--- src/rtl/lut_mram.sv ---
// Configurable LUT cell: bit storage loaded serially in CONFIG_WIDTH chunks,
// usable afterwards as a read-only LUT, a 1-bit-write RAM or a shift register.
module lut_mram #(
   parameter int INPUTS       = 4,
   parameter int MEM_SIZE     = 2**INPUTS,
   parameter int CONFIG_WIDTH = 4
) (
   input  logic                    clk,
   input  logic                    rst,
   input  logic [INPUTS-1:0]       addr,
   input  logic [INPUTS-1:0]       waddr,
   input  logic                    data_in,
   input  logic                    write_en,
   input  logic [1:0]              mode,
   input  logic                    cen,
   input  logic [CONFIG_WIDTH-1:0] config_in,
   output logic                    out,
   output logic                    srl_out,
   output logic                    busy,
   output logic                    config_done
);

   localparam int NCH  = MEM_SIZE / CONFIG_WIDTH;
   localparam int CNTW = (NCH > 1) ? $clog2(NCH) : 1;
   localparam logic [CNTW-1:0] LAST = CNTW'(NCH - 1);

   if (MEM_SIZE % CONFIG_WIDTH != 0) begin : g_bad_cfg
      $error("MEM_SIZE must be a multiple of CONFIG_WIDTH");
   end

   typedef enum logic {IDLE, LOAD} state_t;

   state_t                      state_q, state_d;
   logic [CNTW-1:0]             cnt_q, cnt_d;
   logic [MEM_SIZE-1:0]         mem_q, mem_d;
   logic                        done_q, done_d;
   logic [MEM_SIZE+CONFIG_WIDTH-1:0] cfg_shift;
   logic [MEM_SIZE:0]                srl_shift;

   // Concatenate-then-truncate keeps the shifts legal even when the
   // storage is a single chunk or a single bit wide.
   assign cfg_shift = {mem_q, config_in};
   assign srl_shift = {mem_q, data_in};

   always_ff @(posedge clk) begin
      if (rst) begin
         state_q <= IDLE;
         cnt_q   <= '0;
         mem_q   <= '0;
         done_q  <= 1'b0;
      end else begin
         state_q <= state_d;
         cnt_q   <= cnt_d;
         mem_q   <= mem_d;
         done_q  <= done_d;
      end
   end

   always_comb begin
      state_d = state_q;
      cnt_d   = cnt_q;
      mem_d   = mem_q;
      done_d  = 1'b0;
      if (cen) begin
         mem_d = cfg_shift[MEM_SIZE-1:0];
         if (cnt_q == LAST) begin
            cnt_d   = '0;
            state_d = IDLE;
            done_d  = 1'b1;
         end else begin
            cnt_d   = cnt_q + CNTW'(1);
            state_d = LOAD;
         end
      end else if (state_q == IDLE && write_en) begin
         // User writes only land when no configuration is in flight.
         case (mode)
            2'b01:   mem_d[waddr] = data_in;
            2'b10:   mem_d = srl_shift[MEM_SIZE-1:0];
            default: ;
         endcase
      end
   end

   assign out         = mem_q[addr];
   assign srl_out     = mem_q[MEM_SIZE-1];
   assign busy        = (state_q == LOAD);
   assign config_done = done_q;

endmodule

--- config.mk ---
export PLATFORM = sky130hd
export DESIGN_NAME = lut_mram
export DESIGN_NICKNAME = d
export VERILOG_FILES = /design/src/rtl/lut_mram.sv
export SDC_FILE = /design/constraint.sdc
export NUM_CORES = 1
export LEC_CHECK = 0
export BUFFER_PORTS_ARGS = -buffer_cell sky130_fd_sc_hd__buf_4
export CAP_MARGIN = 20
export CORE_MARGIN = 3
export CORE_UTILIZATION = 50
export CTS_CLUSTER_DIAMETER = 80
export CTS_CLUSTER_SIZE = 24
export DETAILED_ROUTE_END_ITERATION = 8
export GPL_TIMING_DRIVEN = 0
export PLACE_DENSITY_LB_ADDON = 0.1
export REMOVE_ABC_BUFFERS = 1
export SLEW_MARGIN = 20
export SYNTH_ARGS = -nofsm -noshare
export SYNTH_HDL_FRONTEND = slang
export SYNTH_SLANG_ARGS = --single-unit
--- constraint.sdc ---
create_clock -name clk -period 4.31 [get_ports clk]
set_input_delay 0.862 -clock clk [delete_from_list [all_inputs] [get_ports clk]]
set_output_delay 0.862 -clock clk [all_outputs]
set_load 0.01 [all_outputs]
== Word level (Yosys, flattened, before mapping) ==
Index checks and enable logic that the tools add are counted.

* Register bits: 20
* Bits of input ports: 19
* Logic and storage cells: 30

* $add $sub $neg: 1
* Order comparisons: 3
* Muxes and demuxes: 11
* Eq/ne operators: 3
* Reduce and logical (&&, ||, !) cells: 6
* Bitwise operators: 2

{| class="wikitable"
|+ Operators with widths
! operator !! number
|-
| $mux 16 || 2
|-
| $pmux 16 s2 || 1
|-
| $bwmux 16 || 1
|-
| $lt 4x5->1 const B || 2
|-
| $bmux 1 s4 || 1
|-
| $demux 1 s4 || 1
|-
| $eq 2x2->1 const B || 2
|-
| $ge 4x1->1 const B || 1
|-
| $mux 1 || 4
|-
| $reduce_bool 3->1 || 1
|-
| $add 2x1->2 const B || 1
|-
| $eq 2x1->1 const B || 1
|-
| $logic_and 1x1->1 || 2
|-
| $mux 2 || 1
|-
| $not 1->1 || 2
|-
| $reduce_and 2->1 || 1
|-
| $reduce_bool 2->1 || 1
|-
| $reduce_or 2->1 || 1
|}

== Logic depth before layout (Yosys ltp) ==
* Depth in word-level cells: 8
* Gate-level depth with buffers: 6

== Least setup slack after synthesis ==
Ideal clock, no wire load.

* Path type: input -> output
* Start point: in addr[0]
* End point: out out
* Setup slack: 1.622 ns
* Arrival time: 1.826 ns
* Path buffers: 0
* Stages on the path: 2
* Cells stage by stage: mux4_2 mux4_2

* Cells in the longest elaborated chain, start to end: 2

{| class="wikitable"
|+ Ends and longest elaborated chain
! element !! line !! source
|-
| from (decl) || 10 || <nowiki>input logic [INPUTS-1:0] addr,</nowiki>
|-
| $bmux 1 s4 || 84 || <nowiki>assign out = mem_q[addr];</nowiki>
|-
| $mux 1 (implied by the code) || 84 ||
|-
| to (decl) || 17 || <nowiki>output logic out,</nowiki>
|}

Every way passes these cells. The select of a mux whose other input is x is not followed.

== Worst setup path in the final report ==
Ends and elaborated chain as after synthesis.

==> results.md <==
- Filler cell count in the final layout: 256
- Arrival @ worst endpoint: 2.14 ns
- Met3 GRT Util: 4.10%
- CP max stage delay: 0.52 ns
- CP Capture Type: primary output
- Global-route wire length before repair: 7.05 mm
- Worst VDD drop: 175 uV
- Total wire length: ~4.3 mm
- Num rows: 19
- Fraction of layout cells with a size suffix above 1: ~20%
- Worst-path cell chain: buf_4 > mux4_2 > mux4_2 > buf_4
- Period minus WS final: roughly 3 ns
- Commonest non-fill, non-tap cell in the layout: nor2_1
- DRT iter0 DRCs: 147
- H-tree depth: 1
- Starting density of the core: 52.9%
- Largest net degree at the start of global routing: 23
- Setup violators final: 0
- Static Leak: just under 0.6 nW
- Number of flops mapped to enable cells by yosys: 0
- Hold Buf Count CTS: 0
- Antenna violations before repair: 0
- Worst path required time: around 3.5 ns
- Max Cap Viol: 0
- Synth Cell Area: 1470 um^2
- Crit-path leading delay family: multiplexers
- Synth async-reset ratio: 0%
- GRT met2 Usage: between 40 and 50%
- Clock buffer count from CTS: 3
- Post-synthesis mux area share: under 10%
- Clk pwr share: between 30% and 40%
- Slowest-stage cell, CP: mux4_2
- Status: completed
- Multi-input logic area: 987 um^2
- Post_cts resized: 0
- Largest family of logic cells by synthesized area: compound AO/OA/AOI/OAI gates
- Synth Area in Simple Gates: 23.7%
- Placer congestion estimate: 0.850
- TNS Setup: 0 ns
- Die Area: 3630 um^2
- CTS max path bufs: 2
- Final period util: a little over two thirds
- Ant. Diodes: 0
- CTS tree: yes
- Syn avg cell area: 8.35 um^2
- Post-DP HPWL: around 2.9 mm
- Final Non-Filler Cells: 215
- Unrepaired setup endpoints after global routing: no
- Register area share after synthesis: roughly 27%
- Port Buffer Count: 22
- Height of the die: 60.2 um
- DR WL/cell: 20.0 um
- Die width: 60.2 um
- Total Power: 467 uW
- Tightest Hold Check Type: flop to flop
- Placed cell count: 211
- Sequential power share: 44.4%
- Internal power: 334 uW
- Ys Warns: 0
- Comb pwr share: 22.3%
- # IOs: 23
- Most frequent cells in the layout: nor2_1 (30), buf_4 (22), dfxtp_1 (20)
- WS Path Type: primary input to primary output
- Root buffer cell: clkbuf_4
- Cells after synthesis: roughly 180
- Number of post-CTS setup repair buffers: 0
- Fin. Hold Viols: 0
- Met1 usage: a little over a third
- Crit path max fanout: 4
- Core area: 2780 um^2
- Hold slack: roughly 0.50 ns
- Vias: 1572
- Slew margin rel.: 36.1%
- Drt drc: 0
- Clock Latency Late Sink: 0.31 ns
- Final Skew: 0.00869 ns
- Adder-Cell Fraction of Synth Area: 0.851%
- NetSw: 133 uW
- Primary FF master, synth: dfxtp_1
- Worst Path Buf+Inv: 2
- GRT Total Usage: 25.9%
- Worst Tran Pin Value: 0.956 ns
- PwrDens: ~280 nW/um^2
- Synth cell types: 42
- XOR/XNOR share of the synthesized area: 0%
- Vias in the first global route: about 1.5k
- Sw Share: 28.5%
- Busiest layer in global routing: met2
- Sequential cell area: around 400 um^2
- Fin nets: 205
- Flops & latches, synth: 20
- Syn-to-layout area delta: 12.3%
- FMAX: between 0.3 and 0.4 GHz
- Clock transition at path regs: 0.13 ns
- Pins Over Slew Limit: 0
- Antenna Violating Nets Remaining: 0
- CP Launch Type: primary input
- Clk sink count: 20
- Compound-cell area share of the yosys netlist: 34.0%
- DR pass1 iterations: 4
- Number of vias per cell: around 7.3
- Grt total ovfl: 0
## layer usage
layer | routed length [um] | vias up | part of all wire (%)
li1 | - | 723 | -
met1 | 1830 | 749 | 42
met2 | 2030 | 94 | 47
met3 | 396 | 6 | 9.2
met4 | 51 | 0 | 1.2
met5 | 0 | - | 0
## worst reg2reg max path, cell delays in order, from the launching register on
cell	delay (ns)
dfxtp_1	0.36
nand4bb_1	0.39
or4_1	0.59
a21o_1	0.20
o31ai_2	0.16
## cells in the mapped netlist, types with 4 or more instances
| master | instances | area share [%] |
|---|---|---|
| nor2_1 | 30 | 7.7 |
| a221oi_1 | 12 | 7.1 |
| clkbuf_1 | 14 | 3.6 |
| o41ai_1 | 10 | 6.0 |
| o2111ai_1 | 11 | 6.6 |
| dfxtp_1 | 20 | 27 |
| a21oi_1 | 14 | 4.8 |
| nand2_1 | 4 | 1.0 |
| mux4_2 | 5 | 7.7 |
| nand2b_1 | 5 | 2.1 |
## stage by stage
step	area (um^2)	worst slack, ns	util [%]
after floorplan	1390	1.62	-
after global placement	1600	1.13	57.4
after detailed placement	1600	1.31	57.5
after CTS	1650	1.30	59.4
after global routing	1650	1.28	59.4
final	1650	1.31	59.4
## power groups by stage
stage	sequential [mW]	clock, mW	combinational (mW)
floorplan	0.208	0	0.0593
finish	0.207	0.156	0.104
detailed placement	0.211	0	0.102
global placement	0.211	0	0.0991
global route	0.209	0.170	0.114
CTS	0.207	0.160	0.103
## cell families (layout without fill, tap and decap cells)
group / after synthesis / in the layout
adder cells (fa/ha/maj): 1 / 1
AND/OR/NAND/NOR: 65 / 65
multiplexers: 6 / 6
AO/OA/AOI/OAI: 64 / 64
buffers and inverters: 20 / 28
flip-flops: 20 / 20
## registers in the layout, summed over array words and instances (netlist names)
signal	flops
busy	1
cnt_q	2
config_done	1
mem_q	16
## cell type report
cell class | count | area share [%]
Clock buffer | 3 | 1.36
Tap cell | 31 | 2.35
Sequential cell | 20 | 24.2
Multi-Input combinational cell | 136 | 59.8
Clock inverter | 1 | 1.82
Timing Repair Buffer | 22 | 10.0
Inverter | 2 | 0.455
## worst paths after layout
check / from / endpoint / slack, ns / cells past startpoint
setup / recovery: addr[0] / out / 1.31 / 4
hold reg to reg: mem_q[15] / mem_q[15] / 0.50 / 2
setup reg to reg: busy / mem_q[4] / 2.55 / 4
hold / removal: mem_q[15] / mem_q[15] / 0.50 / 2
Note: power is estimated with default switching activity, not from simulation.
